**src/rtl/bram_arbiter.sv**
```systemverilog
// Two-master arbiter in front of a single-port BRAM with 1-cycle read latency.
// Serialises A/B accesses via REQ/GNT/ACK and returns registered read data.
module bram_arbiter #(
   parameter logic [15:0] P_OFFSET_MASK = 16'h00FF,
   parameter bit          P_FIXED_PRIO  = 1'b0
) (
   input  logic        I_CLK,
   input  logic        I_RESET,
   input  logic        I_A_REQ,
   input  logic        I_A_WE,
   input  logic [15:0] I_A_ADDR,
   input  logic [7:0]  I_A_WDATA,
   input  logic        I_B_REQ,
   input  logic        I_B_WE,
   input  logic [15:0] I_B_ADDR,
   input  logic [7:0]  I_B_WDATA,
   input  logic        I_B_LOCK,
   output logic        O_A_GNT,
   output logic        O_B_GNT,
   output logic        O_A_ACK,
   output logic        O_B_ACK,
   output logic [7:0]  O_A_RDATA,
   output logic [7:0]  O_B_RDATA,
   output logic        O_BRAM_EN,
   output logic        O_BRAM_WE,
   output logic [15:0] O_BRAM_ADDR,
   output logic [7:0]  O_BRAM_DIN,
   input  logic [7:0]  I_BRAM_DOUT
);

   // state      | meaning
   // ST_IDLE    | no access in flight, arbitrate on each edge
   // ST_ISSUE   | BRAM enabled for the granted access
   // ST_CAPTURE | read data on I_BRAM_DOUT; ack owner and re-arbitrate
   typedef enum logic [1:0] {ST_IDLE, ST_ISSUE, ST_CAPTURE} state_t;

   state_t      state_q, state_d;
   logic        a_gnt_q, a_gnt_d, b_gnt_q, b_gnt_d;
   logic        a_ack_q, a_ack_d, b_ack_q, b_ack_d;
   logic        en_q, en_d, we_q, we_d;
   logic [15:0] addr_q, addr_d;
   logic [7:0]  din_q, din_d;
   logic [7:0]  a_rdata_q, a_rdata_d, b_rdata_q, b_rdata_d;
   logic        owner_b_q, owner_b_d;
   logic        lat_we_q, lat_we_d;
   logic        ptr_b_q, ptr_b_d;
   logic        a_elig, b_elig, pick_b;

   assign a_elig = I_A_REQ & ~I_B_LOCK;
   assign b_elig = I_B_REQ;
   // ptr_b_q set means B is favoured on a tie
   assign pick_b = b_elig & (~a_elig | (~P_FIXED_PRIO & ptr_b_q));

   always_comb begin
      state_d   = state_q;
      a_gnt_d   = 1'b0;
      b_gnt_d   = 1'b0;
      a_ack_d   = 1'b0;
      b_ack_d   = 1'b0;
      en_d      = 1'b0;
      we_d      = 1'b0;
      addr_d    = addr_q;
      din_d     = din_q;
      a_rdata_d = a_rdata_q;
      b_rdata_d = b_rdata_q;
      owner_b_d = owner_b_q;
      lat_we_d  = lat_we_q;
      ptr_b_d   = ptr_b_q;

      case (state_q)
         ST_ISSUE: state_d = ST_CAPTURE;
         ST_CAPTURE: begin
            state_d = ST_IDLE;
            if (owner_b_q) begin
               b_ack_d = 1'b1;
               if (!lat_we_q) b_rdata_d = I_BRAM_DOUT;
            end else begin
               a_ack_d = 1'b1;
               if (!lat_we_q) a_rdata_d = I_BRAM_DOUT;
            end
         end
         default: state_d = ST_IDLE;
      endcase

      if ((state_q != ST_ISSUE) && (a_elig || b_elig)) begin
         state_d   = ST_ISSUE;
         en_d      = 1'b1;
         owner_b_d = pick_b;
         if (pick_b) begin
            b_gnt_d = 1'b1;
            we_d    = I_B_WE;
            addr_d  = I_B_ADDR & P_OFFSET_MASK;
            din_d   = I_B_WDATA;
         end else begin
            a_gnt_d = 1'b1;
            we_d    = I_A_WE;
            addr_d  = I_A_ADDR & P_OFFSET_MASK;
            din_d   = I_A_WDATA;
         end
         lat_we_d = we_d;
         if (a_elig && b_elig && !P_FIXED_PRIO) ptr_b_d = ~pick_b;
      end
   end

   always_ff @(posedge I_CLK) begin
      if (I_RESET) begin
         state_q   <= ST_IDLE;
         a_gnt_q   <= 1'b0;
         b_gnt_q   <= 1'b0;
         a_ack_q   <= 1'b0;
         b_ack_q   <= 1'b0;
         en_q      <= 1'b0;
         we_q      <= 1'b0;
         addr_q    <= '0;
         din_q     <= '0;
         a_rdata_q <= '0;
         b_rdata_q <= '0;
         owner_b_q <= 1'b0;
         lat_we_q  <= 1'b0;
         ptr_b_q   <= 1'b0;
      end else begin
         state_q   <= state_d;
         a_gnt_q   <= a_gnt_d;
         b_gnt_q   <= b_gnt_d;
         a_ack_q   <= a_ack_d;
         b_ack_q   <= b_ack_d;
         en_q      <= en_d;
         we_q      <= we_d;
         addr_q    <= addr_d;
         din_q     <= din_d;
         a_rdata_q <= a_rdata_d;
         b_rdata_q <= b_rdata_d;
         owner_b_q <= owner_b_d;
         lat_we_q  <= lat_we_d;
         ptr_b_q   <= ptr_b_d;
      end
   end

   assign O_A_GNT     = a_gnt_q;
   assign O_B_GNT     = b_gnt_q;
   assign O_A_ACK     = a_ack_q;
   assign O_B_ACK     = b_ack_q;
   assign O_A_RDATA   = a_rdata_q;
   assign O_B_RDATA   = b_rdata_q;
   assign O_BRAM_EN   = en_q;
   assign O_BRAM_WE   = we_q;
   assign O_BRAM_ADDR = addr_q;
   assign O_BRAM_DIN  = din_q;

endmodule

```
**config.mk**
```make
export PLATFORM = sky130hd
export DESIGN_NAME = bram_arbiter
export DESIGN_NICKNAME = d
export VERILOG_FILES = /design/src/rtl/bram_arbiter.sv
export SDC_FILE = /design/constraint.sdc
export NUM_CORES = 1
export LEC_CHECK = 0
export BUFFER_PORTS_ARGS = -buffer_cell sky130_fd_sc_hd__clkbuf_2
export CORE_ASPECT_RATIO = 1.25
export CORE_MARGIN = 2
export CORE_UTILIZATION = 44
export DETAILED_ROUTE_END_ITERATION = 7
export PLACE_DENSITY = 0.87
export SYNTH_ARGS = -nofsm -noshare
export SYNTH_HDL_FRONTEND = slang
export SYNTH_SLANG_ARGS = --single-unit
```
**constraint.sdc**
```tcl
create_clock -name I_CLK -period 3.3 [get_ports I_CLK]
set_input_delay 0.165 -clock I_CLK [delete_from_list [all_inputs] [get_ports I_CLK]]
set_output_delay 0.165 -clock I_CLK [all_outputs]
set_load 0.01 [all_outputs]
```
**After elaboration in Yosys (flattened, before gate mapping)**

Index checks and enable logic that the tools add are counted.

- Bitwise logic cells: 10
- Muxes and demuxes: 10
- Eq/ne operators: 3
- Reduce and logical (&&, ||, !) cells: 9

Operators by type and width:

| operator | number |
|---|---|
| 2-to-1 mux 8 bit | 2 |
| 2-to-1 mux 1 bit | 7 |
| NOT 1 bit | 7 |
| AND reduction 3 bit | 2 |
| OR reduction 2 bit | 3 |
| bitwise AND 1 bit | 2 |
| equality test 2 x 1 -> 1 bit, second input constant | 1 |
| equality test 2 bit, second input constant | 1 |
| logical AND 1 bit | 2 |
| 2-to-1 mux 2 bit | 1 |
| inequality test 2 x 1 -> 1 bit, second input constant | 1 |
| AND reduction 2 bit | 1 |
| logical OR 1 bit | 1 |
| OR 1 bit | 1 |

- Output and inout port bits: 46
- Bits of input ports: 63
- Register bits after elaboration: 51

**Depth between registers and ports, before layout**

- Depth after elaboration: 6
- Gate-level depth with buffers: 6
- Depth with buffers taken out: 4

**Worst setup path before layout**

No wires, ideal clock.

- Path type: register to register
- From: register state_q[0]
- To: register a_rdata_q[0] (netlist: O_A_RDATA[0])
- Required time: 3.181 ns
- Cell stages (with the launch flop): 5
- Data arrival time: 1.106 ns
- Slack: 2.074 ns
- Path buffers: 1
- Clock period less this slack: 1.226 ns
- Library setup time: 0.119 ns
- Path through: dfxtp_1 -> or4b_1 -> buf_2 -> nand2_1 -> a21oi_1

- Cells in the longest elaborated chain, start to end: 2

Ends and longest elaborated chain:

| what | line | text |
|---|---|---|
| start: declaration | 37 | `state_t state_q, state_d;` |
| start signal: assignment | 122 | `state_q <= state_d;` |
| equality test 2 bit | 70 | `case (state_q)` |
| AND reduction 3 bit (no line) | -- |  |
| end signal: assignment | 131 | `a_rdata_q <= a_rdata_d;` |
| end: declaration | 43 | `logic [7:0] a_rdata_q, a_rdata_d, b_rdata_q, b_rdata_d;` |

No other way between the ends.
A chain may end at the register's enable or synchronous reset.

**Worst setup path after layout**

- From: register state_q[0]
- To: register din_q[4] (netlist: O_BRAM_DIN[4])

- Cells in the longest elaborated chain, start to end: 2

Ends and longest elaborated chain:

| what | line | text |
|---|---|---|
| inequality test 2 x 1 -> 1 bit | 85 | `if ((state_q != ST_ISSUE) && (a_elig \|\| b_elig)) begin` |
| logical AND 1 bit | 85 |  |
| end signal: assignment | 130 | `din_q <= din_d;` |
| end: declaration | 42 | `logic [7:0] din_q, din_d;` |

No other way between the ends.

==> report_table.html <==
<table>
<tr><th>Metric</th><th>Value</th></tr>
<tr><th colspan="2">Min path</th></tr>
<tr><td>Depth of the worst hold-timing path</td><td>3</td></tr>
<tr><td>Hold path start</td><td>I_BRAM_DOUT[6]</td></tr>
<tr><td>Type of the tightest min-delay check</td><td>in2reg</td></tr>
<tr><th colspan="2">Setup path</th></tr>
<tr><td>Highest cell delay on the worst timing path</td><td>0.55 ns</td></tr>
<tr><td>Crit path max-delay cell type</td><td>sky130_fd_sc_hd__and2b_1</td></tr>
<tr><td>Cells traversed along the worst timing path</td><td>nand2b_2, o21ai_2, and2b_1, o2bb2ai_1</td></tr>
<tr><td>Delay-heaviest family, CP</td><td>simple AND/OR/NAND/NOR gates</td></tr>
<tr><td>Length in cells of the worst reg-to-reg path</td><td>4</td></tr>
<tr><td>Type of element launching the critical path</td><td>flip-flop</td></tr>
<tr><td>Crit-path max FO</td><td>18</td></tr>
<tr><td>Buffers &amp; Inverters on Critical Path</td><td>0</td></tr>
<tr><td>Required arrival time at the worst endpoint</td><td>3.52 ns</td></tr>
<tr><td>Startpoint of the lowest-slack register-to-register path</td><td>state_q[0]$_SDFF_PP0_</td></tr>
<tr><td>Number of stages on the worst setup path</td><td>4</td></tr>
<tr><td>Arrival time worst endpoint</td><td>1.69 ns</td></tr>
<tr><td>Worst setup path class</td><td>reg2reg</td></tr>
<tr><td>Worst setup startpoint</td><td>state_q[0]$_SDFF_PP0_</td></tr>
<tr><td>Critical path endpoint category</td><td>flip-flop</td></tr>
<tr><th colspan="2">Floorplan</th></tr>
<tr><td>Die area</td><td>4290 µm²</td></tr>
<tr><td>Die span in y</td><td>72.8 µm</td></tr>
<tr><td>Starting density of the core</td><td>0.451</td></tr>
<tr><td>Count of standard-cell rows</td><td>25</td></tr>
<tr><td>Core region area</td><td>3690 µm²</td></tr>
<tr><td>Die width</td><td>59.0 µm</td></tr>
<tr><td>Number of I/O pins</td><td>109</td></tr>
<tr><th colspan="2">Clock tree</th></tr>
<tr><td>H-tree lvl count</td><td>2</td></tr>
<tr><td>CTS tree</td><td>yes</td></tr>
<tr><td>Number of CTS-inserted buffers</td><td>5</td></tr>
<tr><td>Bufs on Longest Clock Path</td><td>2</td></tr>
<tr><td>CTS Hold Bufs</td><td>0</td></tr>
<tr><td>Clock Pin Slew Worst Setup and Hold Paths</td><td>0.08 ns</td></tr>
<tr><td>CTS sink count</td><td>42</td></tr>
<tr><td>Root Driver</td><td>sky130_fd_sc_hd__clkbuf_8</td></tr>
<tr><td>Clock latency on the worst-skew pair</td><td>0.29 ns</td></tr>
<tr><td>Setup bufs post-CTS</td><td>0</td></tr>
<tr><td>Post-cts repair resize count</td><td>0</td></tr>
<tr><th colspan="2">GRT</th></tr>
<tr><td>Initial antenna violation count</td><td>0</td></tr>
<tr><td>Overall fraction of global-route tracks in use</td><td>0.167</td></tr>
<tr><td>Vias in the first global route</td><td>1,285</td></tr>
<tr><td>Gr ovfl total</td><td>0</td></tr>
<tr><td>Wire length of the first global-routing pass</td><td>5.47 mm</td></tr>
<tr><td>Maximum number of pins on one net before global-route repair</td><td>23</td></tr>
<tr><th colspan="2">STA</th></tr>
<tr><td>Transition time at the pin with the least slew margin</td><td>0.726 ns</td></tr>
<tr><td>Shortest period the worst path allows</td><td>1.47 ns</td></tr>
<tr><td>Max Clock Skew</td><td>0.00523 ns</td></tr>
<tr><td>Final worst-path setup slack</td><td>1.83 ns</td></tr>
<tr><td>Final hold violations</td><td>0</td></tr>
<tr><td>Fin crit share</td><td>0.444</td></tr>
<tr><td>RSZ-0062 raised after global routing</td><td>no</td></tr>
<tr><td>Max frequency</td><td>0.682 GHz</td></tr>
<tr><td>Total Neg Setup Slack</td><td>0 ns</td></tr>
<tr><td>Final count of negative-setup-slack endpoints</td><td>0</td></tr>
<tr><td>Number of pins exceeding their max-slew limit in the final report</td><td>0</td></tr>
<tr><td>Remaining max-slew budget at the tightest pin</td><td>0.515</td></tr>
<tr><th colspan="2">Finish</th></tr>
<tr><td>Area Overhead vs Synth</td><td>28.8%</td></tr>
<tr><td>Area of the multi-input gates</td><td>718 µm²</td></tr>
<tr><td>Highest-count cells in the layout ignoring fill and taps</td><td>84 x sky130_fd_sc_hd__clkbuf_2, 42 x sky130_fd_sc_hd__dfxtp_1, 25 x sky130_fd_sc_hd__mux2i_1, 18 x sky130_fd_sc_hd__o2bb2ai_1, 16 x sky130_fd_sc_hd__nand2_1</td></tr>
<tr><td>Number of diodes</td><td>0</td></tr>
<tr><td>Net total in the final layout</td><td>301</td></tr>
<tr><td>Share of cells above drive strength 1</td><td>0.418</td></tr>
<tr><td>Leading cell type in the layout, fill and taps excluded</td><td>sky130_fd_sc_hd__clkbuf_2</td></tr>
<tr><td>Seq. cell area</td><td>841 µm²</td></tr>
<tr><td>Number of filler cells placed in the layout</td><td>342</td></tr>
<tr><td>Cell area after layout</td><td>2140 µm²</td></tr>
<tr><th colspan="2">Yosys</th></tr>
<tr><td>Post-synthesis cell type count</td><td>25</td></tr>
<tr><td>Syn Inst Count</td><td>156</td></tr>
<tr><td>Syn_area_per_cell</td><td>10.7 µm²</td></tr>
<tr><td>Fraction of the yosys area taken by sequential cells</td><td>0.505</td></tr>
<tr><td>Warnings, synthesis</td><td>0</td></tr>
<tr><td>Area of the mapped netlist</td><td>1660 µm²</td></tr>
<tr><td>Yosys reg bits</td><td>42</td></tr>
<tr><th colspan="2">Pwr</th></tr>
<tr><td>Cell Pwr Density</td><td>480 nW/µm²</td></tr>
<tr><td>IR Drop Worst-Case VDD</td><td>288 µV</td></tr>
<tr><td>Leakage</td><td>1.03 nW</td></tr>
<tr><th colspan="2">Drt</th></tr>
<tr><td>Post-route DRC violation count</td><td>0</td></tr>
<tr><td>DR vias</td><td>1,390</td></tr>
<tr><td>Drt initial violations</td><td>47</td></tr>
<tr><td>Detailed-route vias per instance</td><td>4.98</td></tr>
<tr><td>Average routed wire per standard cell</td><td>11.9 µm</td></tr>
<tr><td>DR pass1 iterations</td><td>3</td></tr>
<tr><td>Total wire length</td><td>3.32 mm</td></tr>
<tr><td>Antenna Nets Post-Route</td><td>0</td></tr>
<tr><th colspan="2">Run status</th></tr>
<tr><td>Result of the run</td><td>complete, no violations</td></tr>
<tr><th colspan="2">Placed design</th></tr>
<tr><td>Buffers added on ports</td><td>84</td></tr>
<tr><td>Placed cell area</td><td>2050 µm²</td></tr>
<tr><td>Final estimated routing congestion in global placement</td><td>0.703</td></tr>
<tr><td>Worst-case setup slack after placement</td><td>1.82 ns</td></tr>
<tr><td>Post-DP HPWL</td><td>2.56 mm</td></tr>
<tr><th colspan="2">Job</th></tr>
<tr><td>Maximum Capacitance Violations</td><td>0</td></tr>
</table>
==> path summary, 6_finish.rpt <==
path                                              endpoint  slack [ns]
worst min register to register   O_A_RDATA[1]$_SDFFE_PP0P_        0.45
worst min-delay path             O_A_RDATA[6]$_SDFFE_PP0P_        0.10
worst max register to register  O_BRAM_DIN[4]$_SDFFE_PP0P_        1.83
worst max-delay path            O_BRAM_DIN[4]$_SDFFE_PP0P_        1.83
==> layout make-up <==
class | instances | area share
flip-flops and latches | 42 | 0.392
multi-input cells | 102 | 0.335
repair buffers | 86 | 0.203
clock buffers | 6 | 0.0385
well taps | 40 | 0.0234
clock inverters | 2 | 0.00584
inverters | 1 | 0.00175
==> logic make-up after synthesis <==
group	after synthesis	share of synthesized area
AND/OR/NAND/NOR	40	0.125
AO/OA/AOI/OAI	28	0.127
multiplexers	25	0.150
flip-flops	42	0.505
other	1	0.00225
buffers and inverters	19	0.0850
XOR/XNOR	1	0.00526
==> state kept, by name (all words and copies together), names as in the netlist <==
signal       cells
O_A_ACK          1
O_B_ACK          1
ptr_b_q          1
O_BRAM_WE        1
O_B_GNT          1
O_BRAM_DIN       8
O_A_RDATA        8
O_BRAM_ADDR      8
O_B_RDATA        8
lat_we_q         1
state_q          2
O_A_GNT          1
owner_b_q        1
==> per-stage QoR <==
stage / hold WS (ns) / cells / power (W) / utilization
global route: 0.115 / 279 / 0.00108 / 0.581
detailed placement: 0.415 / 271 / 0.000706 / 0.555
CTS: 0.102 / 279 / 0.00105 / 0.581
floorplan: 0.243 / 163 / 0.000654 / -
finish: 0.102 / 279 / 0.00103 / 0.581
global placement: 0.405 / 271 / 0.000702 / 0.555
==> worst min-delay path, delay by kind of cell <==
kind / cells / cell delay [ns]
AO/OA/AOI/OAI: 1 / 0.05
buffers and inverters: 1 / 0.09
AND/OR/NAND/NOR: 1 / 0.05
==> power breakdown <==
part	total, W	internal [W]	switching, W
sequential	0.000552	0.000534	0.0000172
clock	0.000338	0.000168	0.000170
combinational	0.000140	0.0000670	0.0000730
total	0.00103	0.000769	0.000260
==> cell usage after synthesis <==
cell type                   count  area [µm²]
sky130_fd_sc_hd__nor2b_1        2        12.5
sky130_fd_sc_hd__or2_4          1        8.76
sky130_fd_sc_hd__mux2i_1       25         250
sky130_fd_sc_hd__buf_4         12        90.1
sky130_fd_sc_hd__o21ai_2        1        8.76
sky130_fd_sc_hd__buf_2          2        10.0
sky130_fd_sc_hd__nand2b_1       1        6.26
sky130_fd_sc_hd__nand2b_2       1        8.76
sky130_fd_sc_hd__a21oi_1        8        40.0
sky130_fd_sc_hd__nor4b_1        1        8.76
sky130_fd_sc_hd__nand2_1       16        60.1
sky130_fd_sc_hd__dfxtp_1       42         841
sky130_fd_sc_hd__buf_6          3        33.8
sky130_fd_sc_hd__nor4b_2        1        15.0
sky130_fd_sc_hd__and2b_1        1        7.51
sky130_fd_sc_hd__o2bb2ai_1     18         158
sky130_fd_sc_hd__o21ai_1        1        5.00
sky130_fd_sc_hd__nand3_1        1        5.00
sky130_fd_sc_hd__buf_1          1        3.75
sky130_fd_sc_hd__nor2_1        12        45.0
sky130_fd_sc_hd__inv_1          1        3.75
sky130_fd_sc_hd__nor4bb_1       2        20.0
sky130_fd_sc_hd__xor2_1         1        8.76
sky130_fd_sc_hd__or4b_1         1        10.0
sky130_fd_sc_hd__conb_1         1        3.75
==> routing by layer <==
metal | share of wire | vias up | track usage
met4 | 0.019 | 0 | 0.0808
met3 | 0.072 | 7 | 0.0461
met1 | 0.39 | 628 | 0.187
li1 | - | 696 | -
met5 | 0 | - | 0
met2 | 0.51 | 59 | 0.288
(Power assumes the default switching activity.)
